[config.mk]
export PLATFORM = sky130hd
export DESIGN_NAME = hazard_forward_ctrl_flat
export DESIGN_NICKNAME = d
export VERILOG_FILES = /design/src/rtl/hazard_forward_ctrl_if.sv /design/src/rtl/hazard_forward_ctrl.sv /design/src/flat_wrapper.sv
export SDC_FILE = /design/constraint.sdc
export NUM_CORES = 1
export LEC_CHECK = 0
export ABC_CLOCK_PERIOD_IN_PS = 2300
export BUFFER_PORTS_ARGS = -buffer_cell sky130_fd_sc_hd__buf_2
export CAP_MARGIN = 20
export CORE_UTILIZATION = 51
export DETAILED_ROUTE_END_ITERATION = 16
export HOLD_SLACK_MARGIN = 0.08
export PLACE_DENSITY = 0.77
export SLEW_MARGIN = 20
export SYNTH_ARGS = -nofsm -noshare
export SYNTH_HDL_FRONTEND = slang
export SYNTH_SLANG_ARGS = --single-unit
[constraint.sdc]
create_clock -name clk -period 2.3 [get_ports clk]
set_input_delay 0 -clock clk [delete_from_list [all_inputs] [get_ports clk]]
set_output_delay 0 -clock clk [all_outputs]
set_load 0.01 [all_outputs]
[src/rtl/hazard_forward_ctrl_if.sv]
// ID-stage request and EX-stage forwarding result bundle for hazard_forward_ctrl.
// master: pipeline side that presents the ID instruction and consumes selects.
// slave:  the hazard/forwarding controller.
interface hazard_forward_ctrl_if #(
    parameter int unsigned REG_AW = 5,
    parameter int unsigned DEPTH  = 3,
    parameter int unsigned CNT_W  = 16
);
    localparam int unsigned FW = $clog2(DEPTH);

    logic              id_valid;
    logic [REG_AW-1:0] id_rs;
    logic [REG_AW-1:0] id_rt;
    logic              id_uses_rs;
    logic              id_uses_rt;
    logic [REG_AW-1:0] id_rd;
    logic              id_we;
    logic              id_is_load;
    logic              flush;
    logic              ex_hold;

    logic [FW-1:0]     fwd_a;
    logic [FW-1:0]     fwd_b;
    logic              stall;
    logic              bubble;
    logic [CNT_W-1:0]  stall_cnt;

    modport master (
        output id_valid, id_rs, id_rt, id_uses_rs, id_uses_rt,
               id_rd, id_we, id_is_load, flush, ex_hold,
        input  fwd_a, fwd_b, stall, bubble, stall_cnt
    );

    modport slave (
        input  id_valid, id_rs, id_rt, id_uses_rs, id_uses_rt,
               id_rd, id_we, id_is_load, flush, ex_hold,
        output fwd_a, fwd_b, stall, bubble, stall_cnt
    );
endinterface

[src/rtl/hazard_forward_ctrl.sv]
// Hazard and forwarding controller: tracks destinations of in-flight
// instructions (entry 0 = EX ... entry DEPTH-1 = last writer), produces
// registered operand-forward selects, a combinational load-use stall,
// bubble marking and a saturating stall counter.
module hazard_forward_ctrl #(
    parameter int unsigned REG_AW     = 5,
    parameter int unsigned DEPTH      = 3,
    parameter int unsigned LOAD_STAGE = 1,
    parameter int unsigned CNT_W      = 16
) (
    input  logic                 clk,
    input  logic                 reset,
    hazard_forward_ctrl_if.slave bus
);
    localparam int unsigned FW = $clog2(DEPTH);

    typedef struct packed {
        logic              v;
        logic [REG_AW-1:0] rd;
        logic              ld;
    } entry_t;

    entry_t            ent_q [DEPTH];
    entry_t            ent0_d;
    logic [FW-1:0]     fwd_a_q, fwd_a_d;
    logic [FW-1:0]     fwd_b_q, fwd_b_d;
    logic              bubble_q, bubble_d;
    logic [CNT_W-1:0]  cnt_q, cnt_d;

    logic              hit_a, hit_b;
    logic              ld_a, ld_b;
    logic [FW-1:0]     sel_a, sel_b;
    logic              hazard;
    logic              kill;

    // Youngest-match search; scanning oldest-to-youngest lets the youngest
    // writer overwrite. Loop index i is the select value (entry i-1), and the
    // last entry is skipped because the register file writes through.
    always_comb begin
        hit_a = 1'b0;
        hit_b = 1'b0;
        ld_a  = 1'b0;
        ld_b  = 1'b0;
        sel_a = '0;
        sel_b = '0;
        for (int unsigned i = DEPTH - 1; i > 0; i--) begin
            if (ent_q[i-1].v && (ent_q[i-1].rd != '0) && (ent_q[i-1].rd == bus.id_rs)) begin
                hit_a = 1'b1;
                sel_a = FW'(i);
                ld_a  = ent_q[i-1].ld && ((i - 1) < LOAD_STAGE);
            end
            if (ent_q[i-1].v && (ent_q[i-1].rd != '0) && (ent_q[i-1].rd == bus.id_rt)) begin
                hit_b = 1'b1;
                sel_b = FW'(i);
                ld_b  = ent_q[i-1].ld && ((i - 1) < LOAD_STAGE);
            end
        end
    end

    // Hazard decision and next-state values for the ID/EX-aligned registers.
    always_comb begin
        hazard    = bus.id_valid && !bus.flush &&
                    ((bus.id_uses_rs && hit_a && ld_a) ||
                     (bus.id_uses_rt && hit_b && ld_b));
        kill      = !bus.id_valid || bus.flush || hazard;
        ent0_d    = '{v:  bus.id_valid && !bus.flush && !hazard && bus.id_we,
                      rd: bus.id_rd,
                      ld: bus.id_is_load};
        fwd_a_d   = (kill || !bus.id_uses_rs) ? '0 : sel_a;
        fwd_b_d   = (kill || !bus.id_uses_rt) ? '0 : sel_b;
        bubble_d  = kill;
        cnt_d     = (hazard && (cnt_q != '1)) ? cnt_q + CNT_W'(1) : cnt_q;
    end

    // Pipeline tracking state; everything freezes while ex_hold is high.
    always_ff @(posedge clk or posedge reset) begin
        if (reset) begin
            for (int unsigned i = 0; i < DEPTH; i++) begin
                ent_q[i] <= '0;
            end
            fwd_a_q  <= '0;
            fwd_b_q  <= '0;
            bubble_q <= 1'b1;
            cnt_q    <= '0;
        end else if (!bus.ex_hold) begin
            ent_q[0] <= ent0_d;
            for (int unsigned i = 1; i < DEPTH; i++) begin
                ent_q[i] <= ent_q[i-1];
            end
            fwd_a_q  <= fwd_a_d;
            fwd_b_q  <= fwd_b_d;
            bubble_q <= bubble_d;
            cnt_q    <= cnt_d;
        end
    end

    assign bus.stall     = hazard && !bus.ex_hold;
    assign bus.fwd_a     = fwd_a_q;
    assign bus.fwd_b     = fwd_b_q;
    assign bus.bubble    = bubble_q;
    assign bus.stall_cnt = cnt_q;
endmodule
[src/flat_wrapper.sv]
// flat-port wrapper written by rule: the top's interface ports become plain ports
module hazard_forward_ctrl_flat 
#(
    parameter int unsigned REG_AW     = 5,
    parameter int unsigned DEPTH      = 3,
    parameter int unsigned LOAD_STAGE = 1,
    parameter int unsigned CNT_W      = 16
)
  (clk, reset, bus_id_valid, bus_id_rs, bus_id_rt, bus_id_uses_rs, bus_id_uses_rt, bus_id_rd, bus_id_we, bus_id_is_load, bus_flush, bus_ex_hold, bus_fwd_a, bus_fwd_b, bus_stall, bus_bubble, bus_stall_cnt);
  hazard_forward_ctrl_if #(.REG_AW(REG_AW), .DEPTH(DEPTH), .CNT_W(CNT_W)) bus_i ();
  input  logic clk;
  input  logic reset;
  input wire logic [$bits(bus_i.id_valid)-1:0] bus_id_valid;
  input wire logic [$bits(bus_i.id_rs)-1:0] bus_id_rs;
  input wire logic [$bits(bus_i.id_rt)-1:0] bus_id_rt;
  input wire logic [$bits(bus_i.id_uses_rs)-1:0] bus_id_uses_rs;
  input wire logic [$bits(bus_i.id_uses_rt)-1:0] bus_id_uses_rt;
  input wire logic [$bits(bus_i.id_rd)-1:0] bus_id_rd;
  input wire logic [$bits(bus_i.id_we)-1:0] bus_id_we;
  input wire logic [$bits(bus_i.id_is_load)-1:0] bus_id_is_load;
  input wire logic [$bits(bus_i.flush)-1:0] bus_flush;
  input wire logic [$bits(bus_i.ex_hold)-1:0] bus_ex_hold;
  output wire logic [$bits(bus_i.fwd_a)-1:0] bus_fwd_a;
  output wire logic [$bits(bus_i.fwd_b)-1:0] bus_fwd_b;
  output wire logic [$bits(bus_i.stall)-1:0] bus_stall;
  output wire logic [$bits(bus_i.bubble)-1:0] bus_bubble;
  output wire logic [$bits(bus_i.stall_cnt)-1:0] bus_stall_cnt;
  assign bus_i.id_valid = bus_id_valid;
  assign bus_i.id_rs = bus_id_rs;
  assign bus_i.id_rt = bus_id_rt;
  assign bus_i.id_uses_rs = bus_id_uses_rs;
  assign bus_i.id_uses_rt = bus_id_uses_rt;
  assign bus_i.id_rd = bus_id_rd;
  assign bus_i.id_we = bus_id_we;
  assign bus_i.id_is_load = bus_id_is_load;
  assign bus_i.flush = bus_flush;
  assign bus_i.ex_hold = bus_ex_hold;
  assign bus_fwd_a = bus_i.fwd_a;
  assign bus_fwd_b = bus_i.fwd_b;
  assign bus_stall = bus_i.stall;
  assign bus_bubble = bus_i.bubble;
  assign bus_stall_cnt = bus_i.stall_cnt;
  hazard_forward_ctrl #(.REG_AW(REG_AW), .DEPTH(DEPTH), .LOAD_STAGE(LOAD_STAGE), .CNT_W(CNT_W)) u_core (.clk(clk), .reset(reset), .bus(bus_i));
endmodule
==> impl_metrics.ini <==
[yosys]
yosys-top-cells-area = dfrtp_1 (44%), xor2_1 (8.4%), xnor2_1 (7.9%)
synth.net_count = 189
yosysUniqueCellTypes = 41
synth-simple-area-share_pct = 20.5
yosys.area.top_type_share_pct = 44.0
syn_area_sq_um = 1880
synth_top_family_by_area = simple AND/OR/NAND/NOR gates
synth_edf_count = 0
synthCells = 164
synth_compound_area_share_pct = 5.94
muxShareOfSynthArea_pct = 8.01
yosysWarnings = 0
synth_xor_area_share_pct = 16.3
ys.flop_type = dfrtp_1
yosysSeqAreaShare_pct = 45.4
avgSynthCellArea_sq_um = 11.4
synth_top_area_cell = dfrtp_1
async_flop_share_pct = 100
synthAdderAreaFrac_pct = 0.667
ys_ff_latch = 34

[power]
ir_drop_v = 0.000363
combPwrFrac_pct = 12.3
clock_power_share_pct = 38.7
p_switching_uw = 330
p_seq_share_pct = 48.9
p_leak_uw = 0.00110
swShare_pct = 24.1
p_int_uw = 1040
power_density_nw_per_um2 = 589

[worst_setup_path]
rr_worst_depth = 7
r2r_start = u_core.bus.stall_cnt[0]$_DFFE_PP0P_
endpoint_kind = flip-flop
worstPathRequired_ps = 2470
critPathLaunchType = flip-flop
crit_arrival_ps = 2260
r2r_setup_slack_ps = 210
critPathMaxFanout = 6
r2r-end = u_core.bus.stall_cnt[12]$_DFFE_PP0P_
worstSetupPathType = reg -> reg

[floorplanning]
rows = 21
die_h_microns = 62.6
start_util_pct = 54.5
coreArea_sq_um = 3440
io_pins = 46
fp.dieW_microns = 62.6
die_area_sq_um = 3920

[timing]
layout_min_cycle_time_ps = 2090
setup_viol = 0
finalWorstSetupSlack_ps = 209
timing_hold_violations_final = 0
maxSlewHeadroom_pct = 71.5
post-route-period-util_pct = 90.9
hold-worst-slack_ps = 118
fin_skew_ps = 9.70
grt_setup_unrepaired = false
tns_ps = 0
clock.fmax_mhz = 478
maxSlewViolCount = 0
tightest_slew_ps = 427

[clock_network]
cts-root-buf = clkbuf_8
cts_buffers = 5
cts_resized = 0
clk_pin_slew_ps = 70
htree_levels = 2
clockBufferDepth = 2
cts_sinks = 34
clkLatencyLatePin_ps = 280
cts_tree = built

[hold_path]
hold_path_depth = 4
min_to = u_core.bus.fwd_a[0]$_DFFE_PP0N_
worstHoldStart = bus_flush
hp-class = in -> reg

[route]
drt_wl_total_microns = 3960
drc = 0
dr_total_vias = 1475
wl_per_cell_microns = 14.7
ant_nets = 0
first_pass_iters = 4
vias_per_cell = 5.46
drt_iter0_markers = 92

[finish]
drive_gt1_share_pct = 35.3
area_growth_syn_to_layout_pct = 23.9
diodes = 0
nets = 248

[flow_run]
max_cap_viol_count = 0

[global_routing]
grt_use_total_pct = 22.2
antenna_found_initial = 0
grt_pass1_vias = 1538
grt_pass1_wl_microns = 6940
grt.overflow.total = 0
grt_max_degree = 35

[placement]
place_congestion = 0.850
place_hpwl_microns = 2990
pre_cts_ws_ps = 234
io_buffers = 45

[status]
outcome = completed
## how the worst max path moves through the flow
stage,startpoint,end,slack (ps),cells after the start
floorplan,u_core.bus.stall_cnt[0]$_DFFE_PP0P_,u_core.bus.stall_cnt[12]$_DFFE_PP0P_,380,7
global placement,u_core.ent_q[15]$_DFFE_PP0N_,u_core.bus.stall_cnt[1]$_DFFE_PP0P_,290,6
detailed placement,u_core.bus.stall_cnt[0]$_DFFE_PP0P_,u_core.bus.stall_cnt[12]$_DFFE_PP0P_,230,7
CTS,u_core.bus.stall_cnt[0]$_DFFE_PP0P_,u_core.bus.stall_cnt[12]$_DFFE_PP0P_,220,7
global route,u_core.bus.stall_cnt[0]$_DFFE_PP0P_,u_core.bus.stall_cnt[12]$_DFFE_PP0P_,50,7
finish,u_core.bus.stall_cnt[0]$_DFFE_PP0P_,u_core.bus.stall_cnt[12]$_DFFE_PP0P_,210,7
## logic make-up (layout without fill, tap and decap cells)
group                      Yosys count  count (layout)
and+or+nand+nor                     60              60
adders and majority gates            1               1
AOI/OAI and AO/OA                   14              14
DFF                                 34              34
muxes                               13              13
buffers and inverters                7              67
xor gates and xnor gates            35              35
## worst max-delay path, stage by stage (launching register included)
cell	delay, ps
dfrtp_1	430
ha_1	270
nand3_1	150
nor3_1	90
a21oi_2	230
nand4_2	240
or3b_1	450
xnor2_1	130
## per-layer routing
layer / up-vias / track usage (%) / wire [microns]
met4: 0 / 6.10 / 35
li1: 707 / - / -
met1: 716 / 30.6 / 1810
met3: 4 / 4.01 / 181
met5: - / 0 / 0
met2: 48 / 36.0 / 1930
## registers in the layout, indices dropped and copies added (netlist names)
register,flops
u_core.bus.fwd_a,2
u_core.ent_q,13
u_core.bus.bubble,1
u_core.bus.fwd_b,2
u_core.bus.stall_cnt,16
## area by class of cell
cell class / count / area, sq um
sequential: 34 / 852
inverter: 3 / 11.3
clock inverter: 3 / 40.0
multi-input combinational: 123 / 965
fill: 283 / 1120
clock buffer: 5 / 68.8
timing repair buffer: 56 / 330
tap: 46 / 57.6
## power groups by stage
stage	sequential [uW]	clock (uW)	combinational, uW
floorplan	668	0	122
global placement	676	0	153
detailed placement	680	0	157
CTS	669	544	170
global route	674	577	187
finish	670	530	169
## cells in the mapped netlist, types with 2 or more instances
master / number
nor4_1: 2
xnor2_1: 17
dfrtp_1: 33
mux2_2: 12
nor2_1: 10
and3_1: 3
nor3b_2: 2
nand2_1: 10
a21oi_1: 3
nand3_1: 8
o211a_1: 2
or4_1: 2
a41oi_1: 2
xor2_1: 18
o31ai_1: 2
a32o_1: 3
inv_1: 3
nand4_1: 9
## through the flow
| stage | area (sq um) | power (uW) | utilization, % | std cells |
|---|---|---|---|---|
| 2_1_floorplan | 1880 | 791 | - | 164 |
| 3_3_place_gp | 2130 | 829 | 61.8 | 253 |
| 3_5_place_dp | 2130 | 837 | 61.8 | 253 |
| 4_1_cts | 2320 | 1380 | 67.5 | 270 |
| 5_1_grt | 2320 | 1440 | 67.5 | 270 |
| 6_report | 2320 | 1370 | 67.5 | 270 |
## placed cells by master (no fill, tap or decap), types with 5 or more instances in the layout
| cell | synthesis | final |
|---|---|---|
| dlygate4sd3_1 | 0 | 9 |
| mux2_2 | 12 | 12 |
| clkbuf_8 | 0 | 5 |
| buf_2 | 1 | 45 |
| xor2_1 | 18 | 18 |
| nand4_1 | 9 | 9 |
| xnor2_1 | 17 | 17 |
| nor2_1 | 10 | 10 |
| nand3_1 | 8 | 8 |
| nand2_1 | 10 | 10 |
| dfrtp_1 | 33 | 33 |
## what timing repair did
item                      CTS  global route
buffers inserted            0             0
hold endpoints to repair   41             0
hold buffers                9             0
No activity file was read; power rests on OpenSTA's default activity.
